`src/rtl/uart_cmd_wrapper_if.sv`:
```
// Byte-level handshake between the UART/interpreter environment and the
// command wrapper: rx byte hand-off, assembled frame, and response transmit.
interface uart_cmd_wrapper_if;
    logic        rx_rdy;
    logic [7:0]  rx_data;
    logic        clr_rx_rdy;
    logic [7:0]  cmd;
    logic [15:0] data;
    logic        cmd_rdy;
    logic        clr_cmd_rdy;
    logic [7:0]  resp;
    logic        send_resp;
    logic [7:0]  tx_data;
    logic        trmt;
    logic        tx_done;
    logic        resp_sent;
    logic        frm_err;

    // master = UART + command interpreter side, slave = the wrapper
    modport master (
        output rx_rdy, rx_data, clr_cmd_rdy, resp, send_resp, tx_done,
        input  clr_rx_rdy, cmd, data, cmd_rdy, tx_data, trmt, resp_sent, frm_err
    );
    modport slave (
        input  rx_rdy, rx_data, clr_cmd_rdy, resp, send_resp, tx_done,
        output clr_rx_rdy, cmd, data, cmd_rdy, tx_data, trmt, resp_sent, frm_err
    );
endinterface

```
`src/rtl/uart_cmd_wrapper.sv`:
```
// Assembles 3-byte command frames (cmd, data hi, data lo) from a UART receiver
// with an inter-byte timeout, and sends single response bytes to the transmitter.
module uart_cmd_wrapper #(
    parameter int TO_WIDTH = 9
) (
    input  logic               clk,
    input  logic               rst,
    uart_cmd_wrapper_if.slave  bus
);

    typedef enum logic [1:0] {IDLE, GET_HI, GET_LO} rx_state_e;
    typedef enum logic       {TX_IDLE, TX_BUSY}     tx_state_e;

    rx_state_e           rx_state_q, rx_state_d;
    logic [TO_WIDTH-1:0] to_cnt_q, to_cnt_d;
    logic [7:0]          cmd_q, cmd_d;
    logic [15:0]         data_q, data_d;
    logic                cmd_rdy_q, cmd_rdy_d;
    logic                accept;
    logic                frm_err;

    tx_state_e           tx_state_q, tx_state_d;
    logic [7:0]          tx_data_q, tx_data_d;
    logic                trmt_q, trmt_d;
    logic                resp_sent;

    always_ff @(posedge clk) begin
        if (rst) begin
            rx_state_q <= IDLE;
            to_cnt_q   <= '0;
            cmd_q      <= 8'h00;
            data_q     <= 16'h0000;
            cmd_rdy_q  <= 1'b0;
            tx_state_q <= TX_IDLE;
            tx_data_q  <= 8'h00;
            trmt_q     <= 1'b0;
        end else begin
            rx_state_q <= rx_state_d;
            to_cnt_q   <= to_cnt_d;
            cmd_q      <= cmd_d;
            data_q     <= data_d;
            cmd_rdy_q  <= cmd_rdy_d;
            tx_state_q <= tx_state_d;
            tx_data_q  <= tx_data_d;
            trmt_q     <= trmt_d;
        end
    end

    // A held frame blocks intake, so a byte arriving on the release cycle
    // stays pending in the UART and is taken on the next cycle.
    always_comb begin
        rx_state_d = rx_state_q;
        to_cnt_d   = to_cnt_q;
        cmd_d      = cmd_q;
        data_d     = data_q;
        cmd_rdy_d  = cmd_rdy_q;
        frm_err    = 1'b0;
        accept     = bus.rx_rdy & ~cmd_rdy_q;

        if (cmd_rdy_q && bus.clr_cmd_rdy)
            cmd_rdy_d = 1'b0;

        case (rx_state_q)
            IDLE: begin
                to_cnt_d = '0;
                if (accept) begin
                    cmd_d      = bus.rx_data;
                    rx_state_d = GET_HI;
                end
            end
            GET_HI: begin
                if (accept) begin
                    data_d[15:8] = bus.rx_data;
                    to_cnt_d     = '0;
                    rx_state_d   = GET_LO;
                end else if (&to_cnt_q) begin
                    to_cnt_d   = '0;
                    frm_err    = 1'b1;
                    rx_state_d = IDLE;
                end else begin
                    to_cnt_d = to_cnt_q + TO_WIDTH'(1);
                end
            end
            GET_LO: begin
                if (accept) begin
                    data_d[7:0] = bus.rx_data;
                    to_cnt_d    = '0;
                    cmd_rdy_d   = 1'b1;
                    rx_state_d  = IDLE;
                end else if (&to_cnt_q) begin
                    to_cnt_d   = '0;
                    frm_err    = 1'b1;
                    rx_state_d = IDLE;
                end else begin
                    to_cnt_d = to_cnt_q + TO_WIDTH'(1);
                end
            end
            default: begin
                to_cnt_d   = '0;
                rx_state_d = IDLE;
            end
        endcase
    end

    always_comb begin
        tx_state_d = tx_state_q;
        tx_data_d  = tx_data_q;
        trmt_d     = 1'b0;
        resp_sent  = 1'b0;

        case (tx_state_q)
            TX_IDLE: begin
                if (bus.send_resp) begin
                    tx_data_d  = bus.resp;
                    trmt_d     = 1'b1;
                    tx_state_d = TX_BUSY;
                end
            end
            TX_BUSY: begin
                if (bus.tx_done) begin
                    resp_sent  = 1'b1;
                    tx_state_d = TX_IDLE;
                end
            end
        endcase
    end

    // Combinational pulses are masked while reset is applied so an aborted
    // frame or response never reports an error or completion.
    assign bus.clr_rx_rdy = accept & ~rst;
    assign bus.frm_err    = frm_err & ~rst;
    assign bus.resp_sent  = resp_sent & ~rst;
    assign bus.cmd        = cmd_q;
    assign bus.data       = data_q;
    assign bus.cmd_rdy    = cmd_rdy_q;
    assign bus.tx_data    = tx_data_q;
    assign bus.trmt       = trmt_q;

endmodule

```
`src/flat_wrapper.sv`:
```
// flat-port wrapper written by rule: the top's interface ports become plain ports
module uart_cmd_wrapper_flat 
#(
    parameter int TO_WIDTH = 9
)
  (clk, rst, bus_rx_rdy, bus_rx_data, bus_clr_cmd_rdy, bus_resp, bus_send_resp, bus_tx_done, bus_clr_rx_rdy, bus_cmd, bus_data, bus_cmd_rdy, bus_tx_data, bus_trmt, bus_resp_sent, bus_frm_err);
  uart_cmd_wrapper_if bus_i ();
  input  logic clk;
  input  logic rst;
  input wire logic [$bits(bus_i.rx_rdy)-1:0] bus_rx_rdy;
  input wire logic [$bits(bus_i.rx_data)-1:0] bus_rx_data;
  input wire logic [$bits(bus_i.clr_cmd_rdy)-1:0] bus_clr_cmd_rdy;
  input wire logic [$bits(bus_i.resp)-1:0] bus_resp;
  input wire logic [$bits(bus_i.send_resp)-1:0] bus_send_resp;
  input wire logic [$bits(bus_i.tx_done)-1:0] bus_tx_done;
  output wire logic [$bits(bus_i.clr_rx_rdy)-1:0] bus_clr_rx_rdy;
  output wire logic [$bits(bus_i.cmd)-1:0] bus_cmd;
  output wire logic [$bits(bus_i.data)-1:0] bus_data;
  output wire logic [$bits(bus_i.cmd_rdy)-1:0] bus_cmd_rdy;
  output wire logic [$bits(bus_i.tx_data)-1:0] bus_tx_data;
  output wire logic [$bits(bus_i.trmt)-1:0] bus_trmt;
  output wire logic [$bits(bus_i.resp_sent)-1:0] bus_resp_sent;
  output wire logic [$bits(bus_i.frm_err)-1:0] bus_frm_err;
  assign bus_i.rx_rdy = bus_rx_rdy;
  assign bus_i.rx_data = bus_rx_data;
  assign bus_i.clr_cmd_rdy = bus_clr_cmd_rdy;
  assign bus_i.resp = bus_resp;
  assign bus_i.send_resp = bus_send_resp;
  assign bus_i.tx_done = bus_tx_done;
  assign bus_clr_rx_rdy = bus_i.clr_rx_rdy;
  assign bus_cmd = bus_i.cmd;
  assign bus_data = bus_i.data;
  assign bus_cmd_rdy = bus_i.cmd_rdy;
  assign bus_tx_data = bus_i.tx_data;
  assign bus_trmt = bus_i.trmt;
  assign bus_resp_sent = bus_i.resp_sent;
  assign bus_frm_err = bus_i.frm_err;
  uart_cmd_wrapper #(.TO_WIDTH(TO_WIDTH)) u_core (.clk(clk), .rst(rst), .bus(bus_i));
endmodule
```
`config.mk`:
```
export PLATFORM = sky130hd
export DESIGN_NAME = uart_cmd_wrapper_flat
export DESIGN_NICKNAME = d
export VERILOG_FILES = /design/src/rtl/uart_cmd_wrapper_if.sv /design/src/rtl/uart_cmd_wrapper.sv /design/src/flat_wrapper.sv
export SDC_FILE = /design/constraint.sdc
export NUM_CORES = 1
export LEC_CHECK = 0
export CORE_UTILIZATION = 40
export CTS_BUF_LIST = sky130_fd_sc_hd__clkbuf_8
export CTS_CLUSTER_SIZE = 28
export DETAILED_ROUTE_END_ITERATION = 10
export HOLD_SLACK_MARGIN = 0.05
export PLACE_DENSITY_LB_ADDON = 0.2
export SLEW_MARGIN = 20
export SYNTH_ARGS = -nofsm -noshare
export SYNTH_HDL_FRONTEND = slang
export SYNTH_SLANG_ARGS = --single-unit
```
`constraint.sdc`:
```
create_clock -name clk -period 4.1 [get_ports clk]
set_input_delay 0.615 -clock clk [delete_from_list [all_inputs] [get_ports clk]]
set_output_delay 0.615 -clock clk [all_outputs]
set_load 0.01 [all_outputs]
```
==> qor.yml <==
hold_viol_final: 0
fin_skew_ps: 8.35
finalSetupViolCount: 0
numCtsBuffers: 5
htree_levels: 2
fp.dieH_um: 69.0
grt_max_degree: 39
outcome: "complete, no violations"
ys_warn_count: 0
cap_violations: 0
cp.arrival_ps: 2290
track_usage_pct: 16.6
post_cts_buffers: 0
holdCritPathClass: "reg2reg"
core_sq_um: 4140
tightest_slew_ps: 627
netlist_area_sq_um: 1800
wl_um: 3770
port_buffers: 58
avgSynthCellArea_sq_um: 9.45
p_per_area_nw_per_um2: 415
rr_endpoint: "u_core.rx_state_q[1]"
holdPathStages: 2
antenna_cells: 0
overflow: 0
synth_cell_types: 30
worst_slack_ps: 1190
worstSkewPairLatency_ps: 290
ioPinCount: 59
synthesis.nets: 218
rsz0062_at_grt: "false"
die_w_um: 69.0
fp.dieArea_sq_um: 4760
cts.sinks: 46
drt_iter0_markers: 38
cts_resized: 0
timing.setup.tns_ps: 0
path_delay_family: "buffers and inverters"
slowest_stage: "clkdlybuf4s50_1"
path_cells: "clkdlybuf4s50_1, buf_4, inv_1, and4_1, clkdlybuf4s50_1"
rows: 23
setup.worst_path.end_class: "output pin"
synth_top_cell_area_share_pct: 51.3
grt_pass1_wl_um: 5690
cts_root_buffer: "clkbuf_8"
ant_nets: 0
cp.required_ps: 3480
clk_path_buf_depth: 2
routed_via_density: 4.88
cpMostUsedCell: "clkdlybuf4s50_1"
cpPeakStageDelay_ps: 470
r2r_cells: 5
peakVddDrop_uv: 216
critPathBufInv: 4
initial_core_util_pct: 43.3
wl_per_cell_um: 12.7
synth-seq-area-share_pct: 51.3
timing.rr.start: "u_core.rx_state_q[1]"
cp_max_fo: 38
synth_top_area_cell: "dfxtp_1"
r2r_setup_slack_ps: 2440
hold_start: "u_core.bus.tx_data[1]"
slew_headroom_pct: 58.1
dr_total_vias: 1449
netlist_instances: 190
dp_hpwl_um: 2600
p_leak_uw: 0.00107
place_ws_ps: 1200
clk_pin_slew_ps: 80
cts_hold_buffers: 0
firstDrtPassIters: 4
ys_ff_latch: 46
area.growth.synth_to_final_pct: 39.7
antenna_found_initial: 0
worstSetupPathType: "in2out"
synthTopCellsByArea: "dfxtp_1 (51%), mux2i_1 (13%), nor2_1 (7.1%), ha_1 (4.2%), a21oi_1 (3.6%)"
startpoint_type: "input port"
cts_tree: "built"
drc: 0
drv_slew: 0
final_common_cell: "clkdlybuf4s50_1"
gp_routability_congestion: 0.858
finalCritPeriodShare_pct: 71.0
clock.fmax_mhz: 344
drive_gt1_share_pct: 4.05
nets: 274
hold_end: "u_core.bus.tx_data[1]"
period_needed_ps: 2910
grt_pass1_vias: 1286
layout.cells.most_common_list: "clkdlybuf4s50_1 (58), dfxtp_1 (46), nor2_1 (34)"
worst max-delay path by stage:
stage | start | depth (start not counted) | endpoint
final | rst | 5 | bus_frm_err
after global routing | rst | 5 | bus_frm_err
after CTS | rst | 5 | bus_frm_err
after detailed placement | rst | 5 | bus_frm_err
after global placement | rst | 5 | bus_frm_err
after floorplan | rst | 3 | bus_clr_rx_rdy
power breakdown:
group	internal (uW)	switching (uW)	leakage, uW
Clock	179	145	0.0000556
Combinational	114	102	0.000639
Sequential	480	20.1	0.000375
flip-flops by register name, indices dropped and copies added (netlist names):
name	cells
u_core.to_cnt_q	9
u_core.bus.trmt	1
u_core.bus.cmd_rdy	1
u_core.bus.data	16
u_core.bus.cmd	8
u_core.bus.tx_data	8
u_core.rx_state_q	2
u_core.tx_state_q	1
per-stage QoR:
stage,hold slack [ps],cell area (sq um),power (uW),std cells,util [%]
after detailed placement,448,2400,726,289,57.9
after global placement,443,2400,724,289,57.9
after floorplan,441,1800,630,190,-
final,456,2510,1040,297,60.5
after CTS,461,2510,1050,297,60.5
after global routing,483,2510,1100,297,60.5
layer usage:
metal  global-route usage [%]  up-vias  share of wire, %  routed length [um]
met2                     26.9       49                44                1670
met5                        0        -                 0                   0
met4                     5.36        0               1.1                  40
met1                     19.5      652                46                1720
met3                     7.40        4               9.0                 338
li1                         -      744                 -                   -
cells in the mapped netlist, drive strengths merged:
master and instances:
a211oi 1, a21boi 1, a21oi 13, a221oi 1
a31oi 1, and3 1, and4 1, buf 8
clkbuf 2, dfxtp 46, ha 6, inv 8
mux2i 24, nand2 17, nand2b 4, nand3 4
nand3b 3, nand4 3, nor2 34, nor2b 1
o211ai 1, o21ai 3, o2bb2ai 1, or3 3
xnor2 1, xor2 2
worst min-delay path, cell delays in order, from the launching register on:
cell	delay, ps
dfxtp_1	310
nand2_1	50
a21oi_1	50
final cells by class:
class,instances,area (sq um)
Inverter,8,30.0
Sequential cell,46,921
Clock inverter,3,41.3
Tap cell,50,62.6
Clock buffer,5,68.8
Fill cell,376,1640
Multi-Input combinational cell,126,797
Timing Repair Buffer,59,588
logic make-up after synthesis:
group	count (synthesis)	synth area share, %
xor+xnor	3	1.46
buf+inv	18	4.32
flops	46	51.3
fa+ha+maj	6	4.18
mux	24	13.4
simple gates	71	18.3
compound gates	22	7.04
Note: power is estimated with default switching activity, not from simulation.
